[config.mk]
export PLATFORM = sky130hd
export DESIGN_NAME = tdm_demux
export DESIGN_NICKNAME = d
export VERILOG_FILES = /design/src/rtl/tdm_pkg.sv /design/src/rtl/demux_dec.sv /design/src/rtl/tdm_demux.sv
export SDC_FILE = /design/constraint.sdc
export NUM_CORES = 1
export LEC_CHECK = 0
export ABC_AREA = 0
export BUFFER_PORTS_ARGS = -buffer_cell sky130_fd_sc_hd__clkbuf_2
export CORE_AREA = 2 2 80 82
export DETAILED_ROUTE_END_ITERATION = 7
export DIE_AREA = 0 0 82 84
export MAX_ROUTING_LAYER = met4
export SLEW_MARGIN = 20
export SYNTH_ARGS = -nofsm -noshare
export SYNTH_HDL_FRONTEND = slang
export SYNTH_SLANG_ARGS = --single-unit
[constraint.sdc]
create_clock -name clk -period 2.3 [get_ports clk]
set_input_delay 0.345 -clock clk [delete_from_list [all_inputs] [get_ports clk]]
set_output_delay 0.345 -clock clk [all_outputs]
set_load 0.01 [all_outputs]
[src/rtl/tdm_pkg.sv]
// Shared types and defaults for the TDM demultiplexer.
package tdm_pkg;

   // Frame-alignment state: HUNT waits for a sync, COLLECT assembles frames.
   typedef enum logic {
      HUNT,
      COLLECT
   } state_t;

   localparam int N_CH_DEF = 4;
   localparam int DW_DEF   = 8;

endpackage

[src/rtl/demux_dec.sv]
// 1:N_CH write-enable decoder: one-hot enable for the addressed slot.
module demux_dec
   import tdm_pkg::*;
#(
   parameter  int N_CH = N_CH_DEF,
   localparam int SW   = $clog2(N_CH)
) (
   input  logic [SW-1:0]   slot,
   input  logic            en,
   output logic [N_CH-1:0] we
);

   // Raise exactly the enable matching slot while en is high.
   always_comb begin
      we = '0;
      for (int unsigned k = 0; k < N_CH; k++) begin
         we[k] = en && (slot == SW'(k));
      end
   end

endmodule

[src/rtl/tdm_demux.sv]
// TDM demultiplexer: collects N_CH serial samples per sync-marked frame,
// publishes complete frames atomically and re-acquires lost alignment.
module tdm_demux
   import tdm_pkg::*;
#(
   parameter  int N_CH = N_CH_DEF,
   parameter  int DW   = DW_DEF,
   localparam int SW   = $clog2(N_CH)
) (
   input  logic                 clk,
   input  logic                 rst,
   input  logic [DW-1:0]        din,
   input  logic                 din_valid,
   input  logic                 frame_sync,
   output logic [N_CH*DW-1:0]   dout,
   output logic                 dout_valid,
   output logic [SW-1:0]        slot,
   output logic                 locked,
   output logic                 sync_err
);

   localparam logic [SW-1:0] LAST_SLOT = SW'(N_CH - 1);
   localparam logic [SW-1:0] ONE       = SW'(1);

   state_t                    state_q, state_d;
   logic [SW-1:0]             slot_q, slot_d;
   logic [N_CH-2:0][DW-1:0]   shadow_q, shadow_d;
   logic [N_CH*DW-1:0]        dout_q, dout_d;
   logic                      dout_valid_q, dout_valid_d;
   logic                      sync_err_q, sync_err_d;

   logic                      wr_en;
   logic [SW-1:0]             wr_slot;
   logic [N_CH-1:0]           we;

   // Decoder output k<N_CH-1 enables shadow[k]; the top enable marks the
   // final sample, which goes straight to dout together with the shadows.
   demux_dec #(
      .N_CH (N_CH)
   ) u_dec (
      .slot (wr_slot),
      .en   (wr_en),
      .we   (we)
   );

   // Next-state, slot and pulse logic for each accepted beat.
   always_comb begin
      state_d      = state_q;
      slot_d       = slot_q;
      wr_en        = 1'b0;
      wr_slot      = '0;
      dout_valid_d = 1'b0;
      sync_err_d   = 1'b0;
      if (din_valid) begin
         unique case (state_q)
            HUNT: begin
               if (frame_sync) begin
                  wr_en   = 1'b1;
                  slot_d  = ONE;
                  state_d = COLLECT;
               end
            end
            COLLECT: begin
               if (frame_sync) begin
                  // A sync always restarts the frame; only mid-frame is an error.
                  sync_err_d = (slot_q != '0);
                  wr_en      = 1'b1;
                  slot_d     = ONE;
               end else if (slot_q == '0) begin
                  sync_err_d = 1'b1;
                  slot_d     = '0;
                  state_d    = HUNT;
               end else begin
                  wr_en   = 1'b1;
                  wr_slot = slot_q;
                  if (slot_q == LAST_SLOT) begin
                     slot_d       = '0;
                     dout_valid_d = 1'b1;
                  end else begin
                     slot_d = slot_q + ONE;
                  end
               end
            end
            default: begin
               state_d = HUNT;
               slot_d  = '0;
            end
         endcase
      end
   end

   // Shadow writes for channels 0..N_CH-2.
   always_comb begin
      shadow_d = shadow_q;
      for (int unsigned k = 0; k < N_CH - 1; k++) begin
         if (we[k]) begin
            shadow_d[k] = din;
         end
      end
   end

   // Output frame assembly on the last sample of a frame.
   always_comb begin
      dout_d = dout_q;
      if (we[N_CH-1]) begin
         for (int unsigned k = 0; k < N_CH - 1; k++) begin
            dout_d[k*DW +: DW] = shadow_q[k];
         end
         dout_d[(N_CH-1)*DW +: DW] = din;
      end
   end

   // State, slot, shadow and output registers with asynchronous clear.
   always_ff @(posedge clk or posedge rst) begin
      if (rst) begin
         state_q      <= HUNT;
         slot_q       <= '0;
         shadow_q     <= '0;
         dout_q       <= '0;
         dout_valid_q <= 1'b0;
         sync_err_q   <= 1'b0;
      end else begin
         state_q      <= state_d;
         slot_q       <= slot_d;
         shadow_q     <= shadow_d;
         dout_q       <= dout_d;
         dout_valid_q <= dout_valid_d;
         sync_err_q   <= sync_err_d;
      end
   end

   assign dout       = dout_q;
   assign dout_valid = dout_valid_q;
   assign slot       = slot_q;
   assign locked     = (state_q == COLLECT);
   assign sync_err   = sync_err_q;

endmodule

==> results of run 1 <==
==> through the flow <==
stage	total power, mW	setup WS [ns]	instance area [um^2]	setup TNS, ns
after global routing	3.80	-0.0439	3100	-0.862
after global placement	2.43	0.189	2790	0
after CTS	3.61	0.0636	3020	0
after detailed placement	2.51	0.0768	2790	0
after floorplan	2.16	0.141	2430	0
final	3.57	0.0798	3100	0
==> sequential cells by signal (all words and copies together), names as in the netlist <==
register    cells
sync_err        1
dout           32
locked          1
dout_valid      1
shadow_q       24
slot            2
==> metal layers <==
layer  wire [um]  part of all wire, %  global-route usage, %
met5           0                    0                      -
met2        2440                   51                   22.8
met1        2090                   43                   18.9
met3         191                  4.0                   3.25
met4          87                  1.8                   9.09
==> report_power, final <==
group	switching [mW]	leakage, nW	internal [mW]
Sequential	0.207	0.796	1.44
Combinational	0.368	0.663	0.464
Clock	0.381	0.116	0.710
==> final timing paths <==
| path | end | start | cells after the start | slack (ns) |
|---|---|---|---|---|
| worst max-delay path | dout[0] | slot[0] | 7 | 0.08 |
| worst min-delay path | sync_err | rst | 2 | 0.15 |
| worst max register to register | dout[0] | slot[0] | 7 | 0.08 |
| worst min register to register | dout[14] | shadow_q[14] | 1 | 0.50 |
| max in group asynchronous | dout[0] | rst | 3 | 1.55 |
| min in group clk | dout[24] | din[0] | 2 | 0.29 |
==> cell usage in the layout, fill, tap and decap left out, types with 2 or more instances in the layout <==
cell type,instances
o21ai_0,2
nor4b_4,2
clkinv_2,2
nor2_1,2
bufinv_16,3
clkbuf_8,9
ha_1,3
inv_1,3
buf_4,5
a21oi_1,2
mux2_2,53
mux2_1,3
dfrtp_1,60
clkbuf_2,48
clkbuf_16,2
buf_12,2
==> layout make-up <==
| class | count | area, um^2 |
|---|---|---|
| clock inverter | 5 | 100 |
| clock buffer | 10 | 128 |
| fill | 543 | 2990 |
| sequential | 61 | 1530 |
| tap | 77 | 96.3 |
| multi-input combinational | 79 | 856 |
| timing repair buffer | 58 | 379 |
| inverter | 4 | 15.0 |
==> what timing repair did <==
item                       CTS  global route
hold buffers                 0             0
setup endpoints to repair    0            32
buffers inserted             0             2
gates resized for setup      0             2
==> worst max-delay path, stage by stage, from the launching register on <==
cell and delay (ns):
dfrtp_1 0.40, inv_1 0.10, ha_1 0.25, nand2b_1 0.28, nor4_4 0.38, buf_4 0.21
clkbuf_16 0.16, mux2_2 0.33
==> cell families after synthesis <==
| logic type | share of synthesized area, % |
|---|---|
| flip-flops | 62.7 |
| multiplexers | 25.9 |
| AND/OR/NAND/NOR | 5.30 |
| adder cells (fa/ha/maj) | 2.06 |
| AO/OA/AOI/OAI | 1.80 |
| buffers and inverters | 2.21 |
==> impl_metrics.csv, run 1 <==
group,metric,value,unit
timing,period_share,96.5,%
cts,clk_latency,0.32,ns
logic_synthesis,synth_common_cells,"dfrtp_1, mux2_2, ha_1, inv_1",
worst_setup_path,crit_path_end_kind,"flip-flop",
final_layout,area_delta_synth_final,27.5,%
routing,vias_per_cell,4.88,
global_routing,grt_max_degree,37,
worst_setup_path,cp_max_fo,8,
timing,hold_violations,0,
logic_synthesis,synth_top_flop_cell,"dfrtp_1",
logic_synthesis,synth_edf_count,0,
timing,layout_min_cycle_time,2.22,ns
final_layout,num_antenna_cells,0,
cts,cts_tree,"yes",
final_layout,stdcell_count,294,
timing,clock_skew,0.00584,ns
pwr,ir_drop,0.420,mV
timing,clock.fmax,0.450,GHz
run_status,outcome,"finished, final reports clean",
timing,tightest_slew,0.771,ns
routing,finalWirelength,4810,um
cts,cts_buffers,9,
routing,ant_nets,0,
timing,setup_viol,0,
global_routing,overflow,0,
final_layout,drive_above_1_share,61.3,%
worst_setup_path,crit_path_start_kind,"flip-flop",
logic_synthesis,yosys_warnings,0,
floorplan,rows,29,
logic_synthesis,syn_avg_cell_area,16.4,um^2
floorplan,top_level_ports,49,
floorplan,core,0.00610,mm^2
worst_setup_path,crit_type,"reg -> reg",
routing,drt_iter0_drc,54,
logic_synthesis,netlist_instances,148,
logic_synthesis,async_flop_share,100,%
placement,place.gp.congestion,0.774,
cts,cts_root_buffer,"clkbuf_8",
logic_synthesis,synth_top_area_share,62.7,%
routing,drc,0,
global_routing,grt_util_all_layers,15.3,%
logic_synthesis,seq_area_frac_synth,62.7,%
placement,place_inst,274,
floorplan,die_w,82,um
logic_synthesis,syn_nets,164,
logic_synthesis,yosysUniqueCellTypes,22,
routing,wl_per_cell,16.4,um
placement,dp_hpwl,3210,um
timing,slew_headroom,48.5,%
routing,num_vias,1435,
placement,portBuffers,48,
final_layout,nets,229,
logic_synthesis,ys_ff_latch,61,
final_layout,final_util,50.9,%
cts,cts.sink_count,61,
cts,cts_buffer_depth,2,
logic_synthesis,netlist_area,0.00243,mm^2
global_routing,grt_pass1_wl,7520,um
timing,holdWs,0.150,ns
hold_path,hold_class,"in -> async",
floorplan,start_util,39.9,%
run,maxCapViolations,0,
pwr,leakage,1.58,nW
timing,slew_viol_final,0,
worst_setup_path,crit_arrival,2.42,ns
global_routing,grt_pass1_vias,1511,
cts,clk_pin_slew_worst_paths,0.06,ns
logic_synthesis,synth_area_leaders,"dfrtp_1, mux2_2, ha_1",
floorplan,die_y,84,um
pwr,p_per_area,1150,mW/mm^2
global_routing,antenna_found_initial,0,
logic_synthesis,yosys.area.top_type,"dfrtp_1",
cts,cts_max_level,3,
worst_setup_path,worstPathRequired,2.50,ns
routing,dr.pass1.iters,4,
floorplan,die_area,0.00689,mm^2
logic_synthesis,yosys.cell_count.top_type,"dfrtp_1",
(Power assumes the default switching activity.)
==> run 2: changes to the inputs <==
--- a/config.mk
+++ b/config.mk
@@ -11,6 +11,7 @@
 export DETAILED_ROUTE_END_ITERATION = 7
 export DIE_AREA = 0 0 82 84
 export MAX_ROUTING_LAYER = met4
+export RECOVER_POWER = 50
 export SLEW_MARGIN = 20
 export SYNTH_ARGS = -nofsm -noshare
 export SYNTH_HDL_FRONTEND = slang
==> impl_metrics.csv, run 2 (same netlist as run 1, synthesis figures left out) <==
group,metric,value,unit
cts,clk_latency,0.32,ns
timing,tightest_slew,1.33,ns
floorplan,start_util,39.9,%
cts,cts_buffer_depth,2,
worst_setup_path,crit_path_start_kind,"flip-flop",
placement,dp_hpwl,3210,um
global_routing,grt_pass1_wl,7520,um
placement,portBuffers,48,
global_routing,grt_pass1_vias,1511,
timing,slew_viol_final,0,
run,maxCapViolations,0,
timing,clock.fmax,0.450,GHz
routing,num_vias,1432,
worst_setup_path,worst-path-buf-inv,3,
cts,cts_root_buffer,"clkbuf_8",
final_layout,final_common_cell,"dfrtp_1",
routing,dr.pass1.iters,4,
timing,layout_min_cycle_time,2.22,ns
routing,ant_nets,0,
worst_setup_path,max_stage_delay,0.40,ns
timing,clock_skew,0.00556,ns
routing,finalWirelength,4800,um
floorplan,die_area,0.00689,mm^2
global_routing,grt_max_degree,37,
routing,drc,0,
pwr,leakage,1.52,nW
final_layout,num_antenna_cells,0,
floorplan,die_y,84,um
cts,cts_buffers,9,
worst_setup_path,crit_path_end_kind,"flip-flop",
final_layout,most-common-layout-cells,"dfrtp_1, mux2_2, clkbuf_2",
worst_setup_path,path_cells,"inv_1, ha_1, nand2b_1, nor4_4, buf_4, clkbuf_16, mux2_2",
run_status,outcome,"finished, final reports clean",
global_routing,antenna_found_initial,0,
cts,cts_tree,"yes",
floorplan,rows,29,
worst_setup_path,cp_max_fo,8,
floorplan,core,0.00610,mm^2
timing,setup-tns-final,0,ns
routing,drt_iter0_drc,54,
final_layout,drive_above_1_share,53.9,%
final_layout,fill_cells,546,
worst_setup_path,worstPathRequired,2.50,ns
timing,slew_headroom,10.9,%
cts,cts.sink_count,61,
cts,clk_pin_slew_worst_paths,0.06,ns
placement,place.gp.congestion,0.774,
global_routing,overflow,0,
cts,cts_max_level,3,
final_layout,nets,229,
floorplan,top_level_ports,49,
timing,hold_violations,0,
floorplan,die_w,82,um
global_routing,grt_util_all_layers,15.3,%
worst_setup_path,cp_top_family,"simple AND/OR/NAND/NOR gates",
worst_setup_path,cp_slowest_cell,"dfrtp_1",
cts,ctsHoldBuffers,0,
final_layout,largest_reg_flops,32,
pwr,p_per_area,1160,mW/mm^2
pwr,ir_drop,0.420,mV
worst_setup_path,crit_type,"reg -> reg",
timing,period_share,96.5,%
pwr,report.power.total,3.55,mW
timing,setup_viol,0,
final_layout,area_delta_synth_final,26.1,%
routing,wl_per_cell,16.3,um
routing,vias_per_cell,4.87,
hold_path,hold_class,"in -> reg",
worst_setup_path,crit_arrival,2.42,ns
## run 2: worst paths after layout
path / start / to / slack [ns] / depth (start not counted)
worst max-delay path: slot[0] / dout[0] / 0.08 / 7
worst min-delay path: din[0] / dout[24] / 0.29 / 2
worst max register to register: slot[0] / dout[0] / 0.08 / 7
worst min register to register: dout[24] / dout[24] / 0.50 / 1
max in group asynchronous: rst / dout[0] / 0.64 / 3
min in group asynchronous: rst / sync_err / 0.38 / 2
## run 2: through the flow
| stage | worst slack [ns] | hold WS [ns] | util (%) | instance area (um^2) | instances |
|---|---|---|---|---|---|
| 6_report | 0.0801 | 0.294 | 50.3 | 3070 | 294 |
| 5_1_grt | -0.0439 | 0.285 | 50.3 | 3070 | 294 |
| 4_1_cts | 0.0636 | 0.171 | 49.6 | 3020 | 289 |
| 3_5_place_dp | 0.0768 | 0.485 | 45.8 | 2790 | 274 |
| 3_3_place_gp | 0.189 | 0.467 | 45.8 | 2790 | 274 |
| 2_1_floorplan | 0.141 | 0.449 | - | 2430 | 148 |
## run 2: repair_timing
action	4_1_cts	5_1_grt
setup endpoints to repair	0	32
resized for setup	0	2
buffers inserted	0	2
## run 2: layout make-up
cell class	count	area, um^2	share of cell area [%]
clock buffers	10	128	4.16
inverters	4	15.0	0.489
well taps	77	96.3	3.14
flip-flops and latches	61	1530	49.8
repair buffers	58	345	11.3
clock inverters	5	100	3.26
multi-input cells	79	856	27.9
## run 2: routing by layer
layer  track usage (%)  vias to the layer above  part of all wire (%)
li1                  -                      665                     -
met1              18.9                      725                    43
met2              22.8                       33                    51
met3              3.25                        9                   3.9
met4              9.09                        0                   1.8
met5                 -                        -                     0
## run 2: report_power, final
group          internal [mW]  switching, mW  total [mW]
registers               1.44          0.208        1.65
clock network          0.710          0.380        1.09
logic                  0.445          0.367       0.812
total                   2.60          0.954        3.55
==> run 3: changes to the inputs <==
--- a/config.mk
+++ b/config.mk
@@ -7,10 +7,11 @@
 export LEC_CHECK = 0
 export ABC_AREA = 0
 export BUFFER_PORTS_ARGS = -buffer_cell sky130_fd_sc_hd__clkbuf_2
-export CORE_AREA = 2 2 80 82
+export CORE_AREA = 2 2 71 73
 export DETAILED_ROUTE_END_ITERATION = 7
-export DIE_AREA = 0 0 82 84
+export DIE_AREA = 0 0 73 75
 export MAX_ROUTING_LAYER = met4
+export PLACE_DENSITY = 0.76
 export RECOVER_POWER = 50
 export SLEW_MARGIN = 20
 export SYNTH_ARGS = -nofsm -noshare
==> impl_metrics.csv, run 3 (same netlist as run 1, synthesis figures left out) <==
group,metric,value,unit
floorplan,die_area,0.00548,mm^2
cts,clk_pin_slew_worst_paths,0.06,ns
routing,drc,0,
final_layout,fill_cells,343,
final_layout,final_common_cell,"dfrtp_1",
worst_setup_path,crit_arrival,2.37,ns
hold_path,min_path_cells,2,
timing,clock_skew,0.00853,ns
floorplan,die_y,75,um
timing,rsz0062_at_grt,"no",
routing,vias_per_cell,5.29,
routing,num_vias,1428,
run,maxCapViolations,0,
timing,holdWs,0.282,ns
timing,clock.fmax,0.460,GHz
pwr,leakage,1.45,nW
cts,cts.sink_count,61,
cts,cts_buffer_depth,2,
worst_setup_path,startpoint,"slot[1]",
final_layout,multi_input_area,853,um^2
worst_setup_path,worstPathRequired,2.50,ns
final_layout,register_area,0.00153,mm^2
timing,slew_viol_final,0,
cts,cts_buffers,9,
final_layout,largest_reg_flops,32,
pwr,report.power.total,3.51,mW
floorplan,core,0.00466,mm^2
global_routing,antenna_found_initial,0,
global_routing,overflow,0,
global_routing,grt_pass1_wl,7640,um
routing,drt_iter0_drc,50,
timing,setup-tns-final,0,ns
global_routing,grt_max_degree,45,
floorplan,start_util,52.2,%
cts,cts_tree,"yes",
timing,setup_viol,0,
floorplan,top_level_ports,49,
cts,clk_latency,0.33,ns
routing,dr.pass1.iters,4,
floorplan,rows,25,
placement,portBuffers,48,
hold_path,hold_start,"din[0]",
routing,finalWirelength,4480,um
global_routing,grt_util_all_layers,19.7,%
final_layout,num_antenna_cells,0,
worst_setup_path,reg2reg_depth,6,
final_layout,drive_above_1_share,45.8,%
pwr,ir_drop,0.576,mV
placement,place.gp.congestion,1.01,
cts,cts_root_buffer,"clkbuf_8",
worst_setup_path,crit_path_end_kind,"flip-flop",
worst_setup_path,crit_path_start_kind,"flip-flop",
timing,hold_violations,0,
cts,cts_max_level,3,
routing,wl_per_cell,16.6,um
worst_setup_path,r2r_setup_slack,0.13,ns
placement,dp_hpwl,3100,um
hold_path,hold_class,"in -> reg",
final_layout,area_delta_synth_final,22.1,%
worst_setup_path,cp_max_fo,20,
floorplan,die_w,73,um
pwr,p_per_area,1180,mW/mm^2
routing,ant_nets,0,
timing,layout_min_cycle_time,2.17,ns
global_routing,grt_pass1_vias,1542,
worst_setup_path,r2r_start,"slot[1]",
timing,tightest_slew,0.656,ns
timing,slew_headroom,56.2,%
timing,period_share,94.5,%
final_layout,most-common-layout-cells,"dfrtp_1, mux2_2, clkbuf_1",
worst_setup_path,crit_type,"reg -> reg",
worst_setup_path,rr_endpoint,"dout[21]",
hold_path,min_to,"dout[24]",
final_layout,nets,227,
run_status,outcome,"finished, final reports clean",
[run 3: cell types whose count changed in the layout (fill, tap and decap cells not counted), moves of 2 or more]
cell and delta:
clkbuf_1 +14, clkbuf_16 -2, clkbuf_2 -15, clkbuf_8 +2
[run 3: what timing repair did]
action                                 in CTS  in global routing
setup endpoints to repair                   0                 40
hold buffers                                1                  0
setup buffers                               0                  0
endpoints found under the hold margin      17                  0
gates resized for setup                     0                  2
[run 3: routing by layer]
metal  vias to the layer above  GRT usage [%]  share of wire [%]
met5                         -              -                  0
met4                         0           9.47                1.7
met3                         7           4.55                4.2
met2                        40           30.0                 49
met1                       730           24.9                 45
li1                        651              -                  -
[run 3: worst max-delay path by stage]
stage               endpoint  slack (ns)  depth (start not counted)
floorplan            dout[0]        0.14                          7
global placement    dout[25]        0.15                          7
detailed placement  dout[17]        0.06                          7
CTS                 dout[15]        0.03                          7
global route        dout[21]       0.007                          6
finish              dout[21]        0.13                          6
[run 3: critical path: stages, from the launching register on]
cell and delay (ns):
dfrtp_1 0.44, inv_1 0.07, ha_1 0.23, ha_1 0.32
nor4_4 0.41, buf_12 0.22, mux2_2 0.35
[run 3: where the power goes]
| group | internal (mW) | switching (mW) |
|---|---|---|
| logic | 0.428 | 0.369 |
| registers | 1.44 | 0.211 |
| clock network | 0.666 | 0.392 |
| total | 2.54 | 0.972 |
[run 3: stage by stage]
step           setup WS, ns  utilization [%]  cells  instance area, um^2
2_1_floorplan         0.141                -    148                 2430
3_3_place_gp          0.150             59.7    253                 2780
3_5_place_dp         0.0585             59.7    253                 2780
4_1_cts              0.0346             64.7    270                 3020
5_1_grt             0.00749             63.7    270                 2970
6_report              0.126             63.7    270                 2970
[run 3: layout make-up]
type,count,share of cell area [%]
Tap cell,54,2.27
Multi-Input combinational cell,79,28.7
Clock buffer,12,5.22
Sequential cell,61,51.4
Timing Repair Buffer,56,9.52
Inverter,4,0.505
Clock inverter,4,2.36
